File: src/rtl/ex_div_if.sv
// Request/response bundle between the EX stage (master) and the divide unit (slave).
interface ex_div_if #(
    parameter int unsigned XLEN = 32
);
    logic            start_i;
    logic [2:0]      op_i;
    logic [XLEN-1:0] dividend_i;
    logic [XLEN-1:0] divisor_i;
    logic [4:0]      rd_addr_i;
    logic            flush_i;
    logic [XLEN-1:0] result_o;
    logic            ready_o;
    logic [4:0]      rd_addr_o;
    logic            reg_wen_o;
    logic            busy_o;

    modport master (
        output start_i, op_i, dividend_i, divisor_i, rd_addr_i, flush_i,
        input  result_o, ready_o, rd_addr_o, reg_wen_o, busy_o
    );

    modport slave (
        input  start_i, op_i, dividend_i, divisor_i, rd_addr_i, flush_i,
        output result_o, ready_o, rd_addr_o, reg_wen_o, busy_o
    );
endinterface

File: src/rtl/ex_div.sv
// Bit-serial RV32M divider (DIV/DIVU/REM/REMU): one restoring step per cycle,
// with divide-by-zero and signed overflow resolved in the start cycle.
module ex_div #(
    parameter int unsigned XLEN = 32
) (
    input  logic      clk,
    input  logic      rst,
    ex_div_if.slave   bus
);
    localparam int unsigned CNT_W = $clog2(XLEN);

    typedef enum logic [1:0] {IDLE, CALC, DONE} state_t;

    state_t              state_q, state_d;
    logic [CNT_W-1:0]    count_q, count_d;
    logic [XLEN-1:0]     quo_q, quo_d;
    logic [XLEN-1:0]     rem_q, rem_d;
    logic [XLEN-1:0]     dvs_q, dvs_d;
    logic [XLEN-1:0]     result_q, result_d;
    logic [4:0]          rd_q, rd_d;
    logic                is_rem_q, is_rem_d;
    logic                negq_q, negq_d;
    logic                negr_q, negr_d;

    logic                valid_op, is_signed, is_rem;
    logic                dvd_neg, dvs_neg;
    logic [XLEN-1:0]     dvd_abs, dvs_abs;
    logic [XLEN:0]       rem_shift, diff;
    logic [XLEN-1:0]     q_next, r_next;
    logic [XLEN-1:0]     q_fix, r_fix;

    assign valid_op  = bus.op_i[2];
    assign is_signed = ~bus.op_i[0];
    assign is_rem    = bus.op_i[1];
    assign dvd_neg   = is_signed & bus.dividend_i[XLEN-1];
    assign dvs_neg   = is_signed & bus.divisor_i[XLEN-1];
    assign dvd_abs   = dvd_neg ? -bus.dividend_i : bus.dividend_i;
    assign dvs_abs   = dvs_neg ? -bus.divisor_i  : bus.divisor_i;

    // The dividend shifts out of quo_q's MSB while quotient bits fill its LSB.
    assign rem_shift = {rem_q, quo_q[XLEN-1]};
    assign diff      = rem_shift - {1'b0, dvs_q};
    assign q_next    = {quo_q[XLEN-2:0], ~diff[XLEN]};
    assign r_next    = diff[XLEN] ? rem_shift[XLEN-1:0] : diff[XLEN-1:0];
    assign q_fix     = negq_q ? -q_next : q_next;
    assign r_fix     = negr_q ? -r_next : r_next;

    always_comb begin
        state_d  = state_q;
        count_d  = count_q;
        quo_d    = quo_q;
        rem_d    = rem_q;
        dvs_d    = dvs_q;
        result_d = result_q;
        rd_d     = rd_q;
        is_rem_d = is_rem_q;
        negq_d   = negq_q;
        negr_d   = negr_q;

        unique case (state_q)
            IDLE: begin
                if (bus.start_i && valid_op && !bus.flush_i) begin
                    rd_d     = bus.rd_addr_i;
                    is_rem_d = is_rem;
                    if (bus.divisor_i == '0) begin
                        result_d = is_rem ? bus.dividend_i : '1;
                        state_d  = DONE;
                    end else if (is_signed && bus.dividend_i == {1'b1, {(XLEN-1){1'b0}}}
                                 && bus.divisor_i == '1) begin
                        result_d = is_rem ? '0 : bus.dividend_i;
                        state_d  = DONE;
                    end else begin
                        quo_d   = dvd_abs;
                        dvs_d   = dvs_abs;
                        rem_d   = '0;
                        count_d = '0;
                        negq_d  = dvd_neg ^ dvs_neg;
                        negr_d  = dvd_neg;
                        state_d = CALC;
                    end
                end
            end
            CALC: begin
                quo_d   = q_next;
                rem_d   = r_next;
                count_d = count_q + CNT_W'(1);
                if (count_q == CNT_W'(XLEN - 1)) begin
                    result_d = is_rem_q ? r_fix : q_fix;
                    state_d  = DONE;
                end
            end
            DONE: state_d = IDLE;
            default: state_d = IDLE;
        endcase

        if (bus.flush_i) begin
            state_d = IDLE;
        end
    end

    always_ff @(posedge clk) begin
        if (rst) begin
            state_q  <= IDLE;
            count_q  <= '0;
            result_q <= '0;
            rd_q     <= '0;
        end else begin
            state_q  <= state_d;
            count_q  <= count_d;
            result_q <= result_d;
            rd_q     <= rd_d;
        end
    end

    always_ff @(posedge clk) begin
        quo_q    <= quo_d;
        rem_q    <= rem_d;
        dvs_q    <= dvs_d;
        is_rem_q <= is_rem_d;
        negq_q   <= negq_d;
        negr_q   <= negr_d;
    end

    assign bus.ready_o   = (state_q == DONE) && !bus.flush_i;
    assign bus.reg_wen_o = bus.ready_o;
    assign bus.result_o  = (state_q == DONE) ? result_q : '0;
    assign bus.rd_addr_o = (state_q == DONE) ? rd_q : '0;
    assign bus.busy_o    = ((state_q == IDLE) && bus.start_i && valid_op) || (state_q == CALC);
endmodule

File: src/flat_wrapper.sv
// flat-port wrapper written by rule: the top's interface ports become plain ports
module ex_div_flat 
#(
    parameter int unsigned XLEN = 32
)
  (clk, rst, bus_start_i, bus_op_i, bus_dividend_i, bus_divisor_i, bus_rd_addr_i, bus_flush_i, bus_result_o, bus_ready_o, bus_rd_addr_o, bus_reg_wen_o, bus_busy_o);
  ex_div_if #(.XLEN(XLEN)) bus_i ();
  input  logic clk;
  input  logic rst;
  input wire logic [$bits(bus_i.start_i)-1:0] bus_start_i;
  input wire logic [$bits(bus_i.op_i)-1:0] bus_op_i;
  input wire logic [$bits(bus_i.dividend_i)-1:0] bus_dividend_i;
  input wire logic [$bits(bus_i.divisor_i)-1:0] bus_divisor_i;
  input wire logic [$bits(bus_i.rd_addr_i)-1:0] bus_rd_addr_i;
  input wire logic [$bits(bus_i.flush_i)-1:0] bus_flush_i;
  output wire logic [$bits(bus_i.result_o)-1:0] bus_result_o;
  output wire logic [$bits(bus_i.ready_o)-1:0] bus_ready_o;
  output wire logic [$bits(bus_i.rd_addr_o)-1:0] bus_rd_addr_o;
  output wire logic [$bits(bus_i.reg_wen_o)-1:0] bus_reg_wen_o;
  output wire logic [$bits(bus_i.busy_o)-1:0] bus_busy_o;
  assign bus_i.start_i = bus_start_i;
  assign bus_i.op_i = bus_op_i;
  assign bus_i.dividend_i = bus_dividend_i;
  assign bus_i.divisor_i = bus_divisor_i;
  assign bus_i.rd_addr_i = bus_rd_addr_i;
  assign bus_i.flush_i = bus_flush_i;
  assign bus_result_o = bus_i.result_o;
  assign bus_ready_o = bus_i.ready_o;
  assign bus_rd_addr_o = bus_i.rd_addr_o;
  assign bus_reg_wen_o = bus_i.reg_wen_o;
  assign bus_busy_o = bus_i.busy_o;
  ex_div #(.XLEN(XLEN)) u_core (.clk(clk), .rst(rst), .bus(bus_i));
endmodule
File: config.mk
export PLATFORM = sky130hd
export DESIGN_NAME = ex_div_flat
export DESIGN_NICKNAME = d
export VERILOG_FILES = /design/src/rtl/ex_div_if.sv /design/src/rtl/ex_div.sv /design/src/flat_wrapper.sv
export SDC_FILE = /design/constraint.sdc
export NUM_CORES = 1
export LEC_CHECK = 0
export ABC_AREA = 1
export CAP_MARGIN = 25
export CORE_ASPECT_RATIO = 2
export CORE_MARGIN = 3
export CORE_UTILIZATION = 40
export CTS_CLUSTER_DIAMETER = 30
export DETAILED_ROUTE_END_ITERATION = 12
export DONT_BUFFER_PORTS = 1
export GPL_TIMING_DRIVEN = 0
export SLEW_MARGIN = 40
export SYNTH_ARGS = -nofsm -noshare
export SYNTH_HDL_FRONTEND = slang
export SYNTH_SLANG_ARGS = --single-unit
File: constraint.sdc
create_clock -name clk -period 11.6 [get_ports clk]
set_input_delay 2.32 -clock clk [delete_from_list [all_inputs] [get_ports clk]]
set_output_delay 2.32 -clock clk [all_outputs]
set_load 0.02 [all_outputs]
# After elaboration in Yosys (flattened, before gate mapping)
# Index checks and enable logic that the tools add are counted.
# Widths: inputs -> output; s select.
dict set report word_totals {
  ff_bits 143
  in_bits 76
  output_inout_bits 40
  word_cells 83
}
dict set report op_classes {
  add_sub_neg 6
  n_eq_ne 10
  mux 32
  bitwise 7
  n_reduce_logical 18
}
# op count
set ops {}
lappend ops {{$mux 32} 19}
lappend ops {{$pmux 32 s2} 3}
lappend ops {{$neg 32->32} 4}
lappend ops {{$eq 32x32->1 const B} 2}
lappend ops {{$sub 33x32->33} 1}
lappend ops {{$logic_not 32->1} 1}
lappend ops {{$mux 5} 4}
lappend ops {{$reduce_and 4->1} 3}
lappend ops {{$pmux 5 s2} 1}
lappend ops {{$mux 2} 4}
lappend ops {{$logic_and 1x1->1} 7}
lappend ops {{$add 5x1->5 const B} 1}
lappend ops {{$eq 5x5->1 const B} 1}
lappend ops {{$ne 2x1->1 const B} 2}
lappend ops {{$ne 2x2->1 const B} 2}
lappend ops {{$not 1->1} 4}
lappend ops {{$pmux 2 s2} 1}
lappend ops {{$reduce_and 2->1} 2}
lappend ops {{$ne 3x1->1 const B} 1}
lappend ops {{$and 1x1->1} 2}
lappend ops {{$eq 2x1->1 const B} 1}
lappend ops {{$eq 2x2->1 const B} 1}
lappend ops {{$logic_not 2->1} 1}
lappend ops {{$reduce_bool 2->1} 1}
lappend ops {{other kinds (4)} 4}

# Longest topological paths before layout
dict set report depth {
  word_depth 7
  ltp_mapped 34
  ltp_nobuf 32
}

# Worst setup path after synthesis
# Ideal clock, no wire load.
dict set report synth_timing {
  path_type {input to output}
  from {input port bus_flush_i}
  to {output port bus_reg_wen_o}
  arrival_time_ns 2.864
  required_ns 9.280
  slack_ns 6.416
  stages 2
  n_path_buf 1
  path_cell_list {nor2_1 -> buf_4}
}
dict set report synth_between {
  elab_chain_cells 2
}
# element line_no
set synth_lines {}
lappend synth_lines {{start: declaration} flat_wrapper.sv:15} ;# input wire logic [$bits(bus_i.flush_i)-1:0] bus_flush_i;
lappend synth_lines {{$logic_not 1->1} ex_div.sv:124} ;# assign bus.ready_o = (state_q == DONE) && !bus.flush_i;
lappend synth_lines {{$logic_and 1x1->1} ex_div.sv:124}
lappend synth_lines {{end: declaration} flat_wrapper.sv:19} ;# output wire logic [$bits(bus_i.reg_wen_o)-1:0] bus_reg_wen_o;
# Every way passes these cells.

# Final worst setup path
dict set report layout_timing {
  from {input port bus_dividend_i[1]}
  to {register u_core.result_q[1]}
}
dict set report layout_between {
  elab_chain_cells 5
}
# element line_no
set layout_lines {}
lappend layout_lines {{start: declaration} flat_wrapper.sv:12} ;# input wire logic [$bits(bus_i.dividend_i)-1:0] bus_dividend_i;
lappend layout_lines {{$eq 32x32->1 or $mux 32 (tied branches)} {ex_div.sv:68, ex_div.sv:70}}
lappend layout_lines {{$logic_and 1x1->1 or $mux 32 (tied branches)} ex_div.sv:68} ;# end else if (is_signed && bus.dividend_i == {1'b1, {(XLEN-1){1'b0}}}
lappend layout_lines {{$logic_and 1x1->1 or $mux 32 (tied branches)} {ex_div.sv:69, ex_div.sv:65}}
lappend layout_lines {{$ne 3x1->1 (no source line) or $mux 32 (tied branches)} -}
lappend layout_lines {{$reduce_and 4->1 (no source line) or $pmux 32 s2 (tied branches)} -}
lappend layout_lines {{end signal: assignment} ex_div.sv:110} ;# result_q <= result_d;
lappend layout_lines {{end: declaration} ex_div.sv:19} ;# logic [XLEN-1:0] result_q, result_d;
# Several ways; a longest one is shown, not always the timed one. The select of a mux whose other input is x is not followed.
# A chain may end at the register's enable or synchronous reset.

==> impl_metrics.yaml <==
run_status:
  outcome: "completed"
clock_tree:
  cts_root_buf: "clkbuf_16"
  clkTransAtPathRegs_ns: 0.07
  numClockSinks: 143
  ctsResizeCount: 0
  post_cts_buffers: 0
  insertion_delay_ns: 0.45
  htreeDepth: 4
  numCtsBuffers: 17
  cts_tree: "yes"
  ctsHoldBuffers: 0
  clk_path_buf_depth: 2
synth:
  synth-main-ff-cell: "edfxtp_1"
  yosysSeqAreaShare_pct: 29.5
  async_reset_ff_share_pct: 0
  synth_cell_types: 60
  synth.avg_cell_area_um2: 6.36
  ys_seq_elements: 143
  ys_warn_count: 0
  synth-edff-count: 99
  syn_nets: 2173
  synth.cell_area_mm2: 0.0131
  synthCells: 2057
floorplan:
  start_util_pct: 40.6
  dieArea_mm2: 0.0350
  coreArea_mm2: 0.0322
  die_y_um: 262
  die_x_um: 134
  rows: 93
  io_pins: 116
grt:
  grt_max_degree: 35
  grt_pass1_wl_um: 74300
  busiest_layer: "met2"
  grtUsageMet2_pct: 56.2
  met3_usage_pct: 3.35
  grtUsageMet1_pct: 23.3
  overflow: 0
  grt_pass1_vias: 13303
  antenna_found_initial: 0
  grtUsageTotal_pct: 28.5
setup_path:
  crit_start: "bus_dividend_i[1]"
  reg2reg_to: "u_core.result_q[28]"
  worstPathMaxFanout: 10
  critPathKind: "in2reg"
  critPathRequiredTime_ns: 11.98
  endpoint_kind: "register"
  timing.rr.start: "u_core.dvs_q[27]"
  crit_chain: "inv_1 > ha_1 > inv_1 > nor3_1 > nand3_1 > nor3_1 > nand4_1 > nor4b_1 > nand3_1 > nand3b_1 > nand2_1 > inv_1 > buf_2 > o211ai_1 > a21oi_1"
  cp-start-kind: "input pin"
  rrSetupSlack_ns: 6.06
  reg2reg_depth: 29
  slowest_delay_ns: 0.68
  crit_slowest_cell: "nor4b_1"
  crit_top_cell: "inv_1"
  crit_arrival_ns: 6.09
detailed_routing:
  viasPerCell: 5.26
  drc_errors: 0
  totalWireLength_um: 50000
  vias: 13257
  wire_per_inst_um: 19.8
  first_iter_violations: 756
  postRouteAntennaNets: 0
  dr.pass1.iters: 6
timing:
  rsz0062_at_grt: "false"
  tns_ns: 0
  report.final.setup_viol: 0
  timing.final.max_slew_violations: 0
  finalCritPeriodShare_pct: 49.2
  fin_skew_ns: 0.0143
  relSlewSlack_pct: 44.9
  setup_ws_ns: 5.89
  finalCriticalPeriod_ns: 5.71
  worst_pin_slew_ns: 0.826
  holdWs_ns: 0.453
  finalHoldViolCount: 0
  max_freq_mhz: 175
final_layout:
  drive_above_1_share_pct: 6.69
  nFillCells: 3484
  post-route-util_pct: 44.4
  final_cells: 2520
  syn2layout_area_growth_pct: 9.50
  final_area_mm2: 0.0143
  final_common_cell: "nand2_1"
  diodes: 0
  mostFrequentLayoutCells: "nand2_1 (542), inv_1 (305), nor2_1 (251), o21ai_0 (151), a21oi_1 (130)"
  nNetsFinal: 2196
placed_design:
  port_buffers: 0
  gp_congestion: 0.961
  place_inst: 2488
  hpwlAfterDp_um: 42500
  place_area_mm2: 0.0137
  place_ws_ns: 5.55
power_and_ir_drop:
  powerDensity_mw_per_mm2: 103
  p_leak_nw: 6.23
  power_mw: 1.48
  peakVddDrop_uv: 114
min_path:
  holdPathEnd: "u_core.rd_q[3]"
  hold_class: "reg2reg"
  min_from: "u_core.rd_q[3]"
  min_path_cells: 2
job:
  cap_violations: 0
## area by class of cell
type	count	area, um^2	share of cell area (%)
Clock buffer	17	425	2.97
Buffer	70	387	2.70
Clock inverter	15	190	1.33
Inverter	315	1180	8.28
Multi-Input combinational cell	1529	7670	53.6
Timing Repair Buffer	4	67.6	0.472
Sequential cell	143	3850	26.9
Tap cell	427	534	3.73
## where the power goes
group          leakage (nW)  internal (mW)  total [mW]  switching [mW]
clock network         0.306          0.329       0.583           0.254
logic                  4.65         0.0967       0.311           0.214
registers              1.28          0.567       0.581          0.0141
## how the worst max path moves through the flow
stage	cells past startpoint	endpoint	slack, ns
floorplan	2	bus_reg_wen_o	6.42
global placement	11	u_core.quo_q[2]	4.94
detailed placement	15	u_core.result_q[1]	5.55
CTS	15	u_core.result_q[1]	6.02
global route	16	u_core.result_q[0]	5.75
finish	15	u_core.result_q[1]	5.89
## synthesized netlist by cell type (9+ instances only)
library cell,number,area [um^2]
a21oi_1,130,651
buf_6,9,101
clkbuf_1,42,158
dfxtp_1,44,881
edfxtp_1,99,2970
ha_1,39,488
inv_1,306,1150
nand2_1,542,2030
nand2_2,31,194
nand3_1,122,611
nand3b_1,10,75.1
nand4_1,29,181
nor2_1,253,950
nor3_1,30,150
nor4_1,14,87.6
o21ai_0,152,761
o21ai_1,14,70.1
xnor2_1,17,149
xor2_1,58,508
## layer usage
layer	wire length (um)	share of wire, %	vias up
met4	5570	11	0
met2	27500	55	435
met1	15300	31	5957
met5	0	0	-
met3	1660	3.3	185
li1	-	-	6680
## cells by family after synthesis
kind of cell / count (synthesis) / share of synthesized area [%]
compound gates: 340 / 14.0
xor+xnor: 75 / 5.02
fa+ha+maj: 43 / 4.12
buf+inv: 385 / 12.0
flops: 143 / 29.5
simple gates: 1071 / 35.4
## registers in the layout, indices dropped and copies added (netlist names)
register and cells:
u_core.negq_q 1, u_core.dvs_q 32, u_core.count_q 5, u_core.result_q 32, u_core.quo_q 32, u_core.rem_q 32
u_core.negr_q 1, u_core.is_rem_q 1, u_core.state_q 2, u_core.rd_q 5
## worst max-delay path, delay by kind of cell
family	cells	cell delay [ns]
buffers and inverters	4	0.58
and+or+nand+nor	8	2.55
adders and majority gates	1	0.15
AOI/OAI and AO/OA	2	0.47
Note: power is estimated with default switching activity, not from simulation.
